$ cat src/rtl/lock_supervisor.sv
// Bit-serial password lock sequencer: MSB-first entry compare, failure counting,
// lockout window, entry timeout, bounded unlock window and password re-programming.
module lock_supervisor #(
  parameter int unsigned PW_LEN         = 6,
  parameter logic [PW_LEN-1:0] DEFAULT_PW = 6'b111000,
  parameter int unsigned MAX_FAIL       = 3,
  parameter int unsigned LOCKOUT_CYCLES = 16,
  parameter int unsigned OPEN_CYCLES    = 8,
  parameter int unsigned TIMEOUT_CYCLES = 10,
  localparam int unsigned FW            = $clog2(MAX_FAIL + 1)
) (
  input  logic              clk,
  input  logic              reset,
  input  logic              bit_valid,
  input  logic              bit_in,
  input  logic              relock,
  input  logic              prog_req,
  input  logic [PW_LEN-1:0] prog_pw,
  output logic              unlocked,
  output logic              locked_out,
  output logic              entry_busy,
  output logic              fail,
  output logic              prog_ack,
  output logic [FW-1:0]     fail_cnt
);

  localparam int unsigned IW    = (PW_LEN > 1) ? $clog2(PW_LEN) : 1;
  localparam int unsigned TMAX0 = (LOCKOUT_CYCLES > OPEN_CYCLES) ? LOCKOUT_CYCLES : OPEN_CYCLES;
  localparam int unsigned TMAX  = (TMAX0 > TIMEOUT_CYCLES) ? TMAX0 : TIMEOUT_CYCLES;
  localparam int unsigned TW    = (TMAX > 1) ? $clog2(TMAX) : 1;

  typedef enum logic [1:0] {
    S_IDLE,
    S_ENTRY,
    S_UNLOCKED,
    S_LOCKOUT
  } state_t;

  state_t            r_state;
  logic [PW_LEN-1:0] r_pw;
  logic [IW-1:0]     r_idx;
  logic              r_mis;
  logic [TW-1:0]     r_timer;

  logic [IW-1:0] w_pos;
  logic          w_bit_mis;
  logic          w_mis_all;
  logic          w_last;
  logic          w_timeout;
  logic          w_eval;
  logic          w_eval_fail;

  // r_idx is 0 outside ENTRY, so the same compare serves the first bit in IDLE
  assign w_pos       = IW'(PW_LEN - 1) - r_idx;
  assign w_bit_mis   = bit_in ^ r_pw[w_pos];
  assign w_mis_all   = r_mis | w_bit_mis;
  assign w_last      = (r_idx == IW'(PW_LEN - 1));
  assign w_timeout   = !bit_valid && (r_timer == TW'(TIMEOUT_CYCLES - 1));
  assign w_eval      = (bit_valid && w_last) || w_timeout;
  assign w_eval_fail = bit_valid ? w_mis_all : 1'b1;

  always_ff @(posedge clk) begin
    if (reset) begin
      r_state    <= S_IDLE;
      r_pw       <= DEFAULT_PW;
      r_idx      <= '0;
      r_mis      <= 1'b0;
      r_timer    <= '0;
      unlocked   <= 1'b0;
      locked_out <= 1'b0;
      entry_busy <= 1'b0;
      fail       <= 1'b0;
      prog_ack   <= 1'b0;
      fail_cnt   <= '0;
    end else begin
      fail     <= 1'b0;
      prog_ack <= 1'b0;
      case (r_state)
        S_IDLE: begin
          if (bit_valid) begin
            r_mis      <= w_bit_mis;
            r_idx      <= IW'(1);
            r_timer    <= '0;
            entry_busy <= 1'b1;
            r_state    <= S_ENTRY;
          end
        end

        S_ENTRY: begin
          if (w_eval) begin
            r_idx      <= '0;
            r_mis      <= 1'b0;
            r_timer    <= '0;
            entry_busy <= 1'b0;
            if (!w_eval_fail) begin
              unlocked <= 1'b1;
              fail_cnt <= '0;
              r_state  <= S_UNLOCKED;
            end else begin
              fail <= 1'b1;
              if (fail_cnt == FW'(MAX_FAIL - 1)) begin
                locked_out <= 1'b1;
                fail_cnt   <= FW'(MAX_FAIL);
                r_state    <= S_LOCKOUT;
              end else begin
                if (fail_cnt != FW'(MAX_FAIL)) fail_cnt <= fail_cnt + FW'(1);
                r_state <= S_IDLE;
              end
            end
          end else if (bit_valid) begin
            r_idx   <= r_idx + IW'(1);
            r_mis   <= w_mis_all;
            r_timer <= '0;
          end else begin
            r_timer <= r_timer + TW'(1);
          end
        end

        // programming takes priority over relock and window expiry
        S_UNLOCKED: begin
          if (prog_req) begin
            r_pw     <= prog_pw;
            prog_ack <= 1'b1;
            unlocked <= 1'b0;
            r_timer  <= '0;
            r_state  <= S_IDLE;
          end else if (relock || (r_timer == TW'(OPEN_CYCLES - 1))) begin
            unlocked <= 1'b0;
            r_timer  <= '0;
            r_state  <= S_IDLE;
          end else begin
            r_timer <= r_timer + TW'(1);
          end
        end

        S_LOCKOUT: begin
          if (r_timer == TW'(LOCKOUT_CYCLES - 1)) begin
            locked_out <= 1'b0;
            fail_cnt   <= '0;
            r_timer    <= '0;
            r_state    <= S_IDLE;
          end else begin
            r_timer <= r_timer + TW'(1);
          end
        end

        default: r_state <= S_IDLE;
      endcase
    end
  end

endmodule

$ cat config.mk
export PLATFORM = sky130hd
export DESIGN_NAME = lock_supervisor
export DESIGN_NICKNAME = d
export VERILOG_FILES = /design/src/rtl/lock_supervisor.sv
export SDC_FILE = /design/constraint.sdc
export NUM_CORES = 1
export LEC_CHECK = 0
export ABC_AREA = 1
export BUFFER_PORTS_ARGS = -buffer_cell sky130_fd_sc_hd__clkbuf_2
export CORE_MARGIN = 2
export CORE_UTILIZATION = 45
export CTS_CLUSTER_DIAMETER = 40
export DETAILED_ROUTE_END_ITERATION = 12
export PLACE_DENSITY_LB_ADDON = 0.3
export SYNTH_ARGS = -nofsm -noshare
export SYNTH_HDL_FRONTEND = slang
export SYNTH_SLANG_ARGS = --single-unit
$ cat constraint.sdc
create_clock -name clk -period 2.08 [get_ports clk]
set_input_delay 0.52 -clock clk [delete_from_list [all_inputs] [get_ports clk]]
set_output_delay 0.52 -clock clk [all_outputs]
set_load 0.05 [all_outputs]
Word-level counts from Yosys, hierarchy flattened
Index checks and enable logic that the tools add are counted.

storage, ports and cells
  register bits after elaboration = 23
  input bits = 12
  output and inout bits = 7
  word-level logic and storage cells = 103

cells by class
  add/sub/neg operators = 4
  $lt $le $gt $ge = 1
  equality and inequality tests = 18
  multiplexer cells = 46
  bitwise logic cells = 5
  reductions and logical operators = 18

operator list
  kind                   count
  $mux W4                6
  $mux W2                11
  $mux W1                17
  $pmux W4 S4            1
  $ne A2 B2 Y1 const B   7
  $reduce_and A4 Y1      3
  $mux W3                3
  $eq A4 B4 Y1 const B   2
  $pmux W1 S2            4
  $pmux W2 S4            1
  $eq A2 B2 Y1 const B   3
  $ne A3 B3 Y1 const B   2
  $pmux W3 S2            1
  $reduce_and A3 Y1      2
  $reduce_bool A2 Y1     3
  $reduce_and A5 Y1      1
  $add A4 B1 Y4 const B  1
  $eq A4 B3 Y1 const B   1
  $lt A3 B4 Y1 const B   1
  $ne A4 B4 Y1 const B   1
  $pmux W2 S2            1
  $add A3 B1 Y3 const B  1
  $bmux W1 S3            1
  $eq A3 B3 Y1 const B   1
  13 further kinds       17

Logic depth before layout (Yosys ltp)
  depth in word-level cells = 9
  mapped depth = 12
  mapped depth without buffers = 12

Worst setup path before layout
Ideal clock, no wire load.

  path kind = reg2reg
  start = reg fail_cnt[0]
  end = reg fail_cnt[0]
  setup time = 0.117 ns
  arrival time = 1.370 ns
  required time = 1.963 ns
  slack = 0.593 ns
  cell stages (with the launch flop) = 9
  path buffers = 0
  clock period less this slack = 1.487 ns
  cells stage by stage = dfxtp_1 inv_1 ha_1 inv_1 nand2_1 nand3_1 nand3_1 nand2_1 nor2_1

on the way
  word-level cells in the longest chain between the ends = 6
  elaborated cells on any way between the ends = 10
  classes of those cells = add/sub: 1; eq/ne: 3; mux: 5; reduce/logical: 1

ends and longest elaborated chain
  what                    RTL line  RTL
  start, declared         24        output logic [FW-1:0] fail_cnt
  start signal, assigned  103       fail_cnt <= FW'(MAX_FAIL);
  start signal, assigned  106       if (fail_cnt != FW'(MAX_FAIL)) fail_cnt <= fail_cnt + FW'(1);
  $add A2 B1 Y2           106
  $mux W2                 106
  $mux W2                 101       if (fail_cnt == FW'(MAX_FAIL - 1)) begin
  $mux W2                 95        if (!w_eval_fail) begin
  $mux W2                 90        if (w_eval) begin
  $pmux W2 S2             78        case (r_state)

Parallel ways exist; a longest one is shown, timed or not. The select of a mux whose other input is x is not followed.
A chain may end at the register's enable or synchronous reset.

Final worst setup path
  start = reg r_idx[1]
  end = reg unlocked

on the way
  word-level cells in the longest chain between the ends = 8
  elaborated cells on any way between the ends = 12
  classes of those cells = add/sub: 1; eq/ne: 3; mux: 3; bitwise: 2; reduce/logical: 3

ends and longest elaborated chain
  what                                  RTL line  RTL
  start, declared                       41        logic [IW-1:0] r_idx;
  start signal, assigned                111       r_idx <= r_idx + IW'(1);
  $sub A3 B3 Y3                         54        assign w_pos = IW'(PW_LEN - 1) - r_idx;
  $bmux W1 S3                           55        assign w_bit_mis = bit_in ^ r_pw[w_pos];
  $mux W1 (implied by the code)         55
  $xor A1 B1 Y1                         55
  $or A1 B1 Y1                          56        assign w_mis_all = r_mis | w_bit_mis;
  $mux W1                               60        assign w_eval_fail = bit_valid ? w_mis_all : 1'b1;
  $ne A2 B2 Y1 (no source line)         --
  $reduce_and A4 Y1 (no source line) *  --
  end signal, assigned                  69        unlocked <= 1'b0;
  end signal, assigned                  96        unlocked <= 1'b1;
  end signal, assigned                  124       unlocked <= 1'b0;
  end, declared                         19        output logic unlocked,

Mark *: on every way between the ends. The rest lies on a longest branch, timed or not. The select of a mux whose other input is x is not followed.

==> flow_metrics.tcl <==
set metrics [dict create \
    netlist_top_cells_count "sky130_fd_sc_hd__nand2_1, sky130_fd_sc_hd__inv_1, sky130_fd_sc_hd__dfxtp_1" \
    drive_above_1_share 0.223 \
    post_synth_instance_area_sq_mm 0.00126 \
    pwr-share-comb 0.220 \
    synth_seq_area_share 0.366 \
    most_frequent_cell_after_synthesis "sky130_fd_sc_hd__nand2_1" \
    worstSetupStartpointType "register" \
    sw_frac_of_total 0.316 \
    syn-mean-instance-area_sq_um 7.11 \
    fin_crit_sh 0.774 \
    maxSlewViolCount 0 \
    synth_warnings 0 \
    worstSetupStartpoint "r_idx[1]" \
    antenna_violations_before_repair 0 \
    finalClockSkew_ns 0.00909 \
    synth.mux.area_fraction 0 \
    timing_hold_violations_final 0 \
    synth.lib_cells_used.distinct 27 \
    setup_repair_after_global_routing_missed_its_margin "false" \
    vdd_ir_drop_max_mv 0.344 \
    synthTopCellsByArea "sky130_fd_sc_hd__dfxtp_1, sky130_fd_sc_hd__nand2_1, sky130_fd_sc_hd__inv_1, sky130_fd_sc_hd__nand3_1, sky130_fd_sc_hd__ha_1" \
    cts_tree "yes" \
    synth_async_sr_flop_share 0 \
    pleak_uw 0.000695 \
    synth_largest_area_cell "sky130_fd_sc_hd__dfxtp_1" \
    core_area_sq_mm 0.00271 \
    num_ports 19 \
    cts_root_buffer "sky130_fd_sc_hd__clkbuf_4" \
    final-instance-count-excl-fill 228 \
    timing.critical_path.arrival_ns 1.86 \
    synthCells 177 \
    timing.max_cap.violations 0 \
    slew-limit-headroom 0.713 \
    cts-hold-fix-buffers 0 \
    global_route_wire_length_before_repair_mm 4.29 \
    p_per_area_mw_per_mm2 623 \
    cell_total_after_placement 224 \
    power.net_switching_uw 277 \
    grt_pass1_vias 1068 \
    outcome "finished clean" \
    grt_usage 0.168 \
    ys.flop_type "sky130_fd_sc_hd__dfxtp_1" \
    floorplan.initialDensity 0.464 \
    synth_fa_ha_area_frac 0.0596 \
    antenna_violating_nets_post_route 0 \
    worstPathMaxFanout 7 \
    final.hold.worst_slack_ns 0.405 \
    placement.io_buffers 18 \
    power_report.internal_total_uw 599 \
    numClockSinks 23 \
    clk_path_buf_depth 2 \
    drt_first_pass_iters 4 \
    routed-via-count 1198 \
    p_clk_frac 0.240 \
    cts.clk_slew.worst_paths_ns 0.12 \
    diodes 0 \
    routed_wl_mm 2.53 \
    cts_setup_buffers 0 \
    route.detailed.vias_per_inst 5.25 \
    die-width_um 56.9 \
    synth_edf_count 0 \
    die_boundary_height_um 56.9 \
    clock_latency_ns 0.31 \
    synth_top_area_share 0.366 \
    global_route.overflow_total 0 \
    postSynthNetCount 195 \
    post_synth_xor_area_fraction 0.00696 \
    htree_num_levels 1 \
    finalSetupTns_ns 0 \
    route.detailed.wl_per_inst_um 11.1 \
    tightestPinTransition_ns 0.430 \
    post-dp-hpwl_mm 1.98 \
    power.sequential.fraction 0.540 \
    fp.dieArea_sq_mm 0.00324 \
    timing.rr.start "r_idx[1]" \
    synth-seq-cells 23 \
    setup-violations-final 0 \
    compound_gate_portion_of_the_synthesized_area 0.160 \
    synth-simple-area-share 0.305 \
    worstPathRequired_ns 2.33 \
    max_clock_freq_ghz 0.621 \
    criticalPathCategory "register to register" \
    area_delta_synth_final_pct 11.6 \
    first_iter_violations 40 \
    fp-row-count 19 \
    cts-resized-gates 0 \
    hold_path_startpoint "prog_pw[4]" \
    cts-buffers-inserted 3 \
    holdCritPathClass "primary input to register" \
    shortest_clock_period_the_worst_path_allows_after_layout_ns 1.61 \
    place_congestion 0.875 \
    total_drc_errors_in_the_routed_layout 0 \
    setup.worst_path.end_class "register" \
    nNetsFinal 216 \
    synth_top_family_by_area "simple AND/OR/NAND/NOR gates" \
    grt_start_max_net_pins 16 \
]
==> final timing paths <==
path	endpoint	slack, ns	depth (start not counted)
min reg2reg	locked_out	0.46	2
max	unlocked	0.47	9
max reg2reg	unlocked	0.47	9
min	r_pw[4]	0.41	3
==> power groups by stage <==
| stage | logic, uW | registers [uW] | clock network, uW |
|---|---|---|---|
| 6_report | 193 | 473 | 210 |
| 5_1_grt | 219 | 475 | 235 |
| 4_1_cts | 194 | 474 | 222 |
| 3_5_place_dp | 193 | 484 | 0 |
| 3_3_place_gp | 189 | 483 | 0 |
| 2_1_floorplan | 145 | 487 | 0 |
==> layer usage <==
metal | wire length [um] | share of wire | track usage
met4 | 21 | 0.0083 | 0.0831
met2 | 1220 | 0.48 | 0.273
met1 | 1200 | 0.47 | 0.216
met5 | 0 | 0 | 0
met3 | 86 | 0.034 | 0.0230
==> registers in the layout, indices dropped and copies added, names as in the netlist <==
register / cells
r_idx: 3
r_timer: 4
r_pw: 6
locked_out: 1
r_state: 2
fail_cnt: 2
entry_busy: 1
unlocked: 1
prog_ack: 1
r_mis: 1
fail: 1
==> cells by family after synthesis <==
logic type                 count (synthesis)
adders and majority gates                  6
and+or+nand+nor                           79
xor gates and xnor gates                   1
DFF                                       23
buffers and inverters                     34
AOI/OAI and AO/OA                         34
==> area by class of cell <==
type	count	area [sq um]
inverters	32	120
multi-input cells	120	669
clock buffers	4	26.3
repair buffers	18	90.1
fillers	290	1310
flip-flops and latches	23	460
well taps	31	38.8
==> critical path, stage by stage, from the launching register on <==
cell                      delay, ns
sky130_fd_sc_hd__dfxtp_1       0.37
sky130_fd_sc_hd__inv_1         0.09
sky130_fd_sc_hd__ha_1          0.32
sky130_fd_sc_hd__nand3_1       0.14
sky130_fd_sc_hd__nand2_2       0.07
sky130_fd_sc_hd__nand2_2       0.08
sky130_fd_sc_hd__nand4_4       0.13
sky130_fd_sc_hd__nor2_1        0.16
sky130_fd_sc_hd__o21ai_1       0.08
sky130_fd_sc_hd__a21oi_2       0.12
==> per-stage QoR <==
| step | power, uW | utilization | cell area (sq um) | setup slack, ns |
|---|---|---|---|---|
| after floorplan | 632 | - | 1260 | 0.593 |
| after global placement | 671 | 0.509 | 1380 | 0.397 |
| after detailed placement | 677 | 0.509 | 1380 | 0.376 |
| after CTS | 889 | 0.518 | 1410 | 0.443 |
| after global routing | 929 | 0.518 | 1410 | 0.318 |
| final | 876 | 0.518 | 1410 | 0.471 |
==> layout by cell type (no fill, tap or decap), types with 2 or more instances in the layout <==
master	synthesis	routed
sky130_fd_sc_hd__dfxtp_1	23	23
sky130_fd_sc_hd__nand3_2	3	3
sky130_fd_sc_hd__nand3_1	16	16
sky130_fd_sc_hd__ha_1	6	6
sky130_fd_sc_hd__nand2_1	33	33
sky130_fd_sc_hd__a22oi_1	2	2
sky130_fd_sc_hd__nor2_2	2	2
sky130_fd_sc_hd__inv_1	25	25
sky130_fd_sc_hd__o21ai_1	6	6
sky130_fd_sc_hd__a31oi_1	2	2
sky130_fd_sc_hd__clkbuf_4	0	3
sky130_fd_sc_hd__nand2_2	7	7
sky130_fd_sc_hd__o21ai_0	7	7
sky130_fd_sc_hd__inv_2	7	7
sky130_fd_sc_hd__nor2_1	15	15
sky130_fd_sc_hd__a21oi_1	11	11
sky130_fd_sc_hd__clkbuf_2	0	18
Power figures use the tool's default switching activity.
